`src/rtl/nibble_serializer.sv`:
```
// Purpose: serializes one {data1,data2} word into NIBBLES nibbles, least significant nibble first.
// Latency: first nibble is valid 1 cycle after word acceptance; back-to-back words stream with no bubble.
// Backpressure: out_ready low freezes the current nibble; in_ready only opens in IDLE or on the final nibble transfer.
module nibble_serializer #(
  parameter  int FIELD_W = 16,
  parameter  int NIB_W   = 4,
  parameter  int CNT_W   = 16,
  localparam int WORD_W  = 2 * FIELD_W,
  localparam int NIBBLES = WORD_W / NIB_W,
  localparam int IDX_W   = $clog2(NIBBLES)
) (
  input  logic               clk,
  input  logic               rst_n,
  input  logic               in_valid,
  input  logic [FIELD_W-1:0] in_data1,
  input  logic [FIELD_W-1:0] in_data2,
  output logic               in_ready,
  output logic               out_valid,
  output logic [NIB_W-1:0]   out_nibble,
  output logic [IDX_W-1:0]   out_idx,
  output logic               out_last,
  input  logic               out_ready,
  output logic [CNT_W-1:0]   words_sent
);

  typedef enum logic [0:0] {
    IDLE = 1'b0,
    SEND = 1'b1
  } state_t;

  localparam logic [IDX_W-1:0] LAST_IDX = IDX_W'(NIBBLES - 1);

  state_t              state_q, state_d;
  logic [WORD_W-1:0]   word_q, word_d;
  logic [IDX_W-1:0]    idx_q, idx_d;
  logic [CNT_W-1:0]    cnt_q, cnt_d;
  logic                at_last;
  logic                out_xfer;
  logic                accept;

  assign at_last  = (state_q == SEND) && (idx_q == LAST_IDX);
  assign out_xfer = (state_q == SEND) && out_ready;
  // Gated by rst_n so the producer never sees ready while the block is held in reset.
  assign in_ready = rst_n && ((state_q == IDLE) || (at_last && out_ready));
  assign accept   = in_valid && in_ready;

  // Outputs come straight from registered state, so nothing combinational reaches out_nibble from in_data*.
  assign out_valid  = (state_q == SEND);
  assign out_nibble = word_q[NIB_W*idx_q +: NIB_W];
  assign out_idx    = idx_q;
  assign out_last   = at_last;
  assign words_sent = cnt_q;

  // Next-state logic: load on accept, step idx per transfer, count and reload or idle on the last nibble.
  always_comb begin
    state_d = state_q;
    word_d  = word_q;
    idx_d   = idx_q;
    cnt_d   = cnt_q;
    case (state_q)
      IDLE: begin
        if (accept) begin
          word_d  = {in_data1, in_data2};
          idx_d   = '0;
          state_d = SEND;
        end
      end
      SEND: begin
        if (out_xfer) begin
          if (at_last) begin
            cnt_d = cnt_q + CNT_W'(1);
            idx_d = '0;
            if (accept) begin
              word_d  = {in_data1, in_data2};
              state_d = SEND;
            end else begin
              state_d = IDLE;
            end
          end else begin
            idx_d = idx_q + IDX_W'(1);
          end
        end
      end
      default: state_d = IDLE;
    endcase
  end

  // State register; an asynchronous reset drops any partial word immediately.
  always_ff @(posedge clk or negedge rst_n) begin
    if (!rst_n) begin
      state_q <= IDLE;
      word_q  <= '0;
      idx_q   <= '0;
      cnt_q   <= '0;
    end else begin
      state_q <= state_d;
      word_q  <= word_d;
      idx_q   <= idx_d;
      cnt_q   <= cnt_d;
    end
  end

endmodule

```
`config.mk`:
```
export PLATFORM = sky130hd
export DESIGN_NAME = nibble_serializer
export DESIGN_NICKNAME = d
export VERILOG_FILES = /design/src/rtl/nibble_serializer.sv
export SDC_FILE = /design/constraint.sdc
export NUM_CORES = 1
export LEC_CHECK = 0
export ABC_CLOCK_PERIOD_IN_PS = 1700
export CAP_MARGIN = 15
export CORE_MARGIN = 2
export CORE_UTILIZATION = 43
export CTS_CLUSTER_SIZE = 28
export DETAILED_ROUTE_END_ITERATION = 10
export PLACE_DENSITY_LB_ADDON = 0.1
export RECOVER_POWER = 50
export SYNTH_ARGS = -nofsm -noshare
export SYNTH_HDL_FRONTEND = slang
export SYNTH_SLANG_ARGS = --single-unit
```
`constraint.sdc`:
```
create_clock -name clk -period 1.7 [get_ports clk]
set_input_delay 0.425 -clock clk [delete_from_list [all_inputs] [get_ports clk]]
set_output_delay 0.425 -clock clk [all_outputs]
set_load 0.005 [all_outputs]
```
# Yosys cells after proc, flatten, opt, wreduce, memory -nomap -nowiden
# Cells that the tools add are included.
# W data, S select, Z words.
# totals
in_bits	36
reg_bits	52
# classes
n_reduce_logical	9
addsub	2
bitwise	1
muxes	12
n_eq_ne	4
shifts	1
# ops
cell	n
$mux W32	3
$pmux W32 S2	1
$shiftx A32 B6 Y4	1
$add A16 B1 Y16 const B	1
$mux W3	3
$pmux W3 S2	1
$logic_and A1 B1 Y1	5
$ne A2 B1 Y1 const B	2
$reduce_and A2 Y1	2
$add A3 B1 Y3 const B	1
$eq A3 B3 Y1 const B	1
$mux W1	3
$reduce_and A3 Y1	1
$ne A2 B2 Y1 const B	1
$pmux W1 S2	1
$logic_or A1 B1 Y1	1
$not A1 Y1	1

# Longest topological paths before layout
# Gate-level depths: netlist of run 1.
# logic_depth
word_depth	10
depth_mapped	6

# Least setup slack after synthesis of run 1
# OpenSTA, ideal clock, no wires.
# synth_timing
kind	register to output
from	register idx_q[0] (netlist: out_idx[0])
to	output out_nibble[0]
setup_slack_ns	-0.139
n_path_buf	1
arrival_time_ns	1.414
path_stages_with_launch	4
cell_sequence	dfrtp_1 -> buf_2 -> mux4_2 -> mux2_2
# synth_between
elab_chain_cells	1
# synth_rtl
item	line_no	rtl
start, declared	35	logic [IDX_W-1:0] idx_q, idx_d;
start signal, assigned	98	idx_q <= idx_d;
$shiftx A32 B6 Y4	49	assign out_nibble = word_q[NIB_W*idx_q +: NIB_W];
end, declared	19	output logic [NIB_W-1:0] out_nibble,
# Every way passes these cells.

# Final worst setup path of run 1
# layout_timing
from	register idx_q[0] (netlist: out_idx[0])
to	output out_nibble[1]
# The elaborated chain is that of the path after synthesis.

==> results of run 1 <==
[worst max-delay path, cell delays in order, from the launching register on]
cell and delay [ps]:
dfrtp_1 390, buf_6 170, mux4_2 540, mux2_4 290
buf_6 120
[cell usage after synthesis, drive strengths merged, types with 2 or more instances]
master and count:
dfrtp 52, xnor2 9, nand3 7, nor4 3, nand4 5, and2 2, a22o 2, ha 3
buf 4, nor2 4, nand2 8, mux4 8, xor2 6, mux2 38
[layout by cell type (no fill, tap or decap), types with 2 or more instances in the layout]
cell             count
xnor2_1              7
ha_4                 2
a22o_1               2
mux2_4              37
dfrtp_2              4
nor2_4               2
nand4_1              5
nand2_1              6
and2_4               2
buf_2                2
buf_12               7
nand3_2              3
buf_4               29
dlygate4sd2_1        3
mux4_2               8
clkdlybuf4s50_1     44
xnor2_2              2
buf_6               23
xor2_1               6
dlymetal6s2s_1       5
nand3_1              3
dfrtp_1             48
clkbuf_8             6
clkbuf_1             2
buf_16               2
nor4_4               2
[registers in the layout (all words and copies together) (netlist names)]
register,count
out_idx,3
out_valid,1
word_q,32
words_sent,16
[per-layer routing]
layer / wire length [um] / GRT usage (%) / share of wire (%)
met1: 2820 / 31.0 / 41
met2: 3650 / 38.3 / 53
met3: 404 / 6.74 / 5.8
met4: 64 / 3.21 / 0.92
met5: 0 / 0 / 0
[power by group through the flow]
stage	combinational [uW]	clock, uW	sequential, uW
floorplan	1030	0	1890
global placement	1750	0	1970
detailed placement	1810	0	1980
CTS	2610	743	1960
global route	2810	808	2050
finish	2650	740	2010
[through the flow]
step / hold WS [ps] / setup slack [ps] / cells
after global routing: 495 / -598 / 349
after CTS: 375 / -534 / 335
after global placement: 252 / -448 / 300
final: 470 / -526 / 349
after detailed placement: 256 / -471 / 300
after floorplan: 129 / -30.5 / 158
[final cells by class]
type                    instances  area, um2  share of cell area [%]
clock inverters                 1       7.51                   0.188
multi-input cells             100       1270                    31.8
inverters                       1       3.75                  0.0938
repair buffers                118       1240                    31.0
well taps                      70       87.6                    2.19
flip-flops and latches         52       1310                    32.6
clock buffers                   7       86.3                    2.16
[repair_timing]
action,in CTS,in global routing
endpoints found under the setup margin,60,69
gates cloned,4,0
pin swaps,20,6
setup buffers,22,20
endpoints found under the hold margin,1,0
resized for setup,121,30
hold buffers,1,0
[how the worst min path moves through the flow]
stage / start / to / slack (ps) / depth (start not counted)
2_1_floorplan: rst_n / out_idx[0]$_DFFE_PN0P_ / 130 / 0
3_3_place_gp: rst_n / out_valid$_DFF_PN0_ / 250 / 1
3_5_place_dp: rst_n / out_valid$_DFF_PN0_ / 260 / 1
4_1_cts: rst_n / words_sent[15]$_DFFE_PN0P_ / 370 / 2
5_1_grt: words_sent[15]$_DFFE_PN0P_ / words_sent[15]$_DFFE_PN0P_ / 500 / 1
6_report: words_sent[15]$_DFFE_PN0P_ / words_sent[15]$_DFFE_PN0P_ / 470 / 1
[cells by family (layout without fill, tap and decap cells)]
group / count (synthesis) / after routing / share of synthesized area [%]
multiplexers: 46 / 46 / 26.3
AO/OA/AOI/OAI: 4 / 4 / 1.30
adder cells (fa/ha/maj): 3 / 3 / 1.62
flip-flops: 52 / 52 / 56.2
XOR/XNOR: 15 / 15 / 5.68
AND/OR/NAND/NOR: 32 / 32 / 7.73
buffers and inverters: 6 / 127 / 1.19
==> metrics, run 1 <==
status=finished, violations left; failing checks=negative setup slack; switching power=1560 uW; Setup TNS=-12870 ps; Synth async-reset ratio=100%; vias in the first global route=1906; PnR worst setup slack=-526 ps; Die Height=77.4 um; syn nets=197; Switching Share=28.9%; top cells by area, synth=dfrtp_1, mux2_2, mux4_2; Die X=77.4 um; Synth top area share=56.2%; Reg clk slew, reported paths=100 ps; Starting Density=45.0%; Final Util=77.9%; area grow syn2layout=73.0%; clk buf depth=2; nets=317; reg-to-reg startpoint=out_idx[0]$_DFFE_PN0P_; # DRC=0; layout cells sized above 1=50.9%; final worst-path cycle share=131%; CORE AREA=5140 um2; leading area contributor after synthesis=dfrtp_1; IO Count=62; number of inserted diodes=0; Cell Pwr Density=1350 nW/um2; cell internal pwr=3840 uW; CP Launch Type=register; Setup crit end kind=primary output; Comb power frac=49.0%; post-route ant nets=0; GR Util All Layers=23.1%; post-synthesis cell type count=23; worst slew pin tran=1150 ps; CTS tree=yes; DIE AREA=5990 um2; Post-Layout Inst Area=4000 um2; relative slew slack=23.2%; unrepaired setup endpoints after global routing=true; VDD IR-drop max=911 uV; worst skew pair latency=300 ps; final WL=6.93 mm; max-cap check violation count=0; TritonCTS buffer count=5; Setup crit end=out_nibble[1]; via count=1795; register bit total from synthesis=52; Seq/Total Area, Yosys=56.2%; worst reg2reg path endpoint=word_q[0]$_DFFE_PN0P_; sequential power share=37.2%; Post-Syn Instances=158; Avg Synthesized Cell Area=14.7 um2; Slew Limit Fails=0; Netlist Area Pre-Place=2310 um2; Worst Skew=9.36 ps; WS Path Type=register to primary output; top_reg_cell synth=dfrtp_1; cell area after placement=3150 um2; Power Total=5400 uW; # setup viols final=54; Post-synth EDFFs=0; clock network power share=13.7%; DR iter-0 viols=115; routed len/inst=19.9 um; Port Buffers=61; Syn. warnings=0; crit path max fanout=6; GR Overflow Total=0; clock tree root driver cell=clkbuf_8; Final HPWL DP=3.66 mm; # clock sinks=52; WP data required=1270 ps; Final Hold Viols=0; CP startpoint=out_idx[0]$_DFFE_PN0P_; Max Fclk=0.449 GHz; Reg2Reg Depth=10; worst min path class=register to register; H-tree depth=2; WP data arrival=1800 ps; first-pass GRT wire length=10.5 mm; # fillers=300; initial antenna violation count=0; largest net degree at the start of global routing=52; row count=26; Static Leak=0.00189 uW; Tmin final=2230 ps; routability cong.=0.808; DR pass1 iterations=4; vias per std cell=5.14; R2R setup slack=-290 ps
(Power assumes the default switching activity.)
==> inputs of run 2 (changes only) <==
- CORE_MARGIN: 2 -> unset
==> run 2 against run 1 <==
Clock skew down 7.0 ps. Count of clock-buffer cells in the layout fell by 2. Non-clock buffer count up 1. Core utilization is 4.0 points lower. Critical path depth grew 1. Total power is 7.1% lower. Maximum frequency is 0.94% lower. Sequential share of layout area is 1.8 points higher. Combinational power is 12% lower. The flow still finishes with violations (negative setup slack). Final cell count up 0.29%. Clock power is 4.3% lower. Via count rose by 0.78%.
==> metrics, run 2 (same netlist as run 1, synthesis figures left out) <==
number of inserted diodes=0 (unchanged); via count=1809 (+0.78%); commonest non-fill, non-tap cell in the layout=dfrtp_1; Worst Skew=2.37 ps (-6.99 ps); first-pass GRT wire length=9.30 mm (-12%); max-cap check violation count=0 (unchanged); status=finished, violations left; # clock sinks=52 (unchanged); Port Buffers=61 (unchanged); routed len/inst=17.3 um (-13%); Final Hold Viols=0 (unchanged); Setup crit end kind=primary output; TritonCTS buffer count=5 (unchanged); WP data arrival=1820 ps (+20 ps); pre-CTS setup slack=-481 ps (-10.6 ps); row count=26 (unchanged); # setup viols final=55 (+1.9%); post-route ant nets=0 (unchanged); Tmin final=2250 ps (+21.1 ps); DIE AREA=5680 um2 (-5.1%); Starting Density=45.0% (unchanged); max reg flops=32 (unchanged); routability cong.=0.754 (-6.7%); IO Count=62 (unchanged); Cell Pwr Density=1320 nW/um2 (-2.1%); Slew Limit Fails=0 (unchanged); failing checks=negative setup slack; # DRC=0 (unchanged); clk buf depth=2 (unchanged); relative slew slack=25.0% (+1.9 points); worst slew pin tran=1120 ps (-27.9 ps); H-tree depth=2 (unchanged); vias per std cell=5.17 (+0.49%); layout cells sized above 1=50.4% (-0.54 points); vias in the first global route=1912 (+0.31%); CTS tree=yes; Static Leak=0.00176 uW (-7.0%); GR Overflow Total=0 (unchanged); Max Fclk=0.445 GHz (-0.94%); WP data required=1270 ps (about the same); DR pass1 iterations=4 (unchanged); WS Path Type=register to primary output; clock tree root driver cell=clkbuf_8; initial antenna violation count=0 (unchanged); final worst-path cycle share=132% (+1.2 points); Post-Layout Inst Area=3800 um2 (-5.1%); worst min path class=register to register; GR Util All Layers=22.7% (-0.37 points); VDD IR-drop max=982 uV (+7.8%); area grow syn2layout=64.2%; Top reg by flops=word_q; largest net degree at the start of global routing=52 (unchanged); Die Height=75.4 um (-2.6%); final WL=6.05 mm (-13%); crit path max fanout=5 (-1); CORE AREA=5140 um2 (unchanged); worst skew pair latency=300 ps (about the same); Final HPWL DP=3.71 mm (+1.4%); unrepaired setup endpoints after global routing=true; cell area after placement=3160 um2 (about the same); PnR worst setup slack=-548 ps (-21.1 ps); CP Launch Type=register; commonest cells after routing, fill and taps aside=dfrtp_1, clkdlybuf4s50_1, buf_4; DR iter-0 viols=110 (-4.3%); nets=318 (+0.32%); Die X=75.4 um (-2.6%); Reg clk slew, reported paths=90 ps (about the same)
==> run 2: cell types whose count changed in the layout (fill, tap and decap cells not counted), sizes merged <==
cell and delta:
dlygate4sd2 -1, buf -1, dlymetal6s2s -1, clkinv +1, clkdlybuf4s50 +2, clkinvlp +1
==> run 2: final timing paths <==
path,from,to,slack (ps),cells past startpoint
setup / recovery,out_idx[0]$_DFFE_PN0P_,out_nibble[3],-550,5
hold / removal,words_sent[15]$_DFFE_PN0P_,words_sent[15]$_DFFE_PN0P_,480,1
setup reg to reg,out_idx[0]$_DFFE_PN0P_,word_q[1]$_DFFE_PN0P_,-500,12
hold reg to reg,words_sent[15]$_DFFE_PN0P_,words_sent[15]$_DFFE_PN0P_,480,1
max in group asynchronous,rst_n,out_idx[1]$_DFFE_PN0P_,260,2
min in group asynchronous,rst_n,word_q[28]$_DFFE_PN0P_,690,2
==> run 2: metrics by stage <==
stage               total power (uW)  TNS (ps)  hold slack (ps)  utilization (%)  std cells
finish                          5010    -21860              484             73.9        350
global route                    5300    -25850              515             73.9        350
floorplan                       2920      -162              129                -        158
detailed placement              3800    -15290              255             61.4        302
global placement                3710    -13840              251             61.4        302
CTS                             4940    -20540              353             70.3        334
==> run 2: cell type report <==
cell class	count	area, um2
clock buffers	5	68.8
clock inverters	3	23.8
fillers	344	1340
inverters	1	3.75
multi-input cells	100	1120
flip-flops and latches	52	1310
well taps	70	87.6
repair buffers	119	1180
==> run 2: where the power goes <==
| group | total [uW] | switching, uW | internal, uW |
|---|---|---|---|
| Sequential | 1980 | 301 | 1680 |
| Combinational | 2330 | 735 | 1590 |
| Clock | 708 | 416 | 292 |
| Total | 5010 | 1450 | 3560 |
==> run 2: routing by layer <==
metal	global-route usage, %	share of wire, %	vias to the layer above
li1	-	-	815
met1	29.0	42	930
met2	39.0	52	54
met3	4.10	4.8	10
met4	8.02	1.2	0
met5	0	0	-
==> run 2: worst max-delay path, cell delays in order (launching register included) <==
cell and delay, ps:
dfrtp_1 400, buf_12 130, buf_4 100, mux4_2 490
mux2_4 290, buf_6 110
==> run 2: what timing repair did <==
action | in CTS | in global routing
hold endpoints to repair | 1 | 0
setup endpoints to repair | 61 | 68
pin swaps | 10 | 6
setup buffers | 21 | 15
gates resized for setup | 73 | 15
gates cloned | 3 | 1
hold buffers | 1 | 0
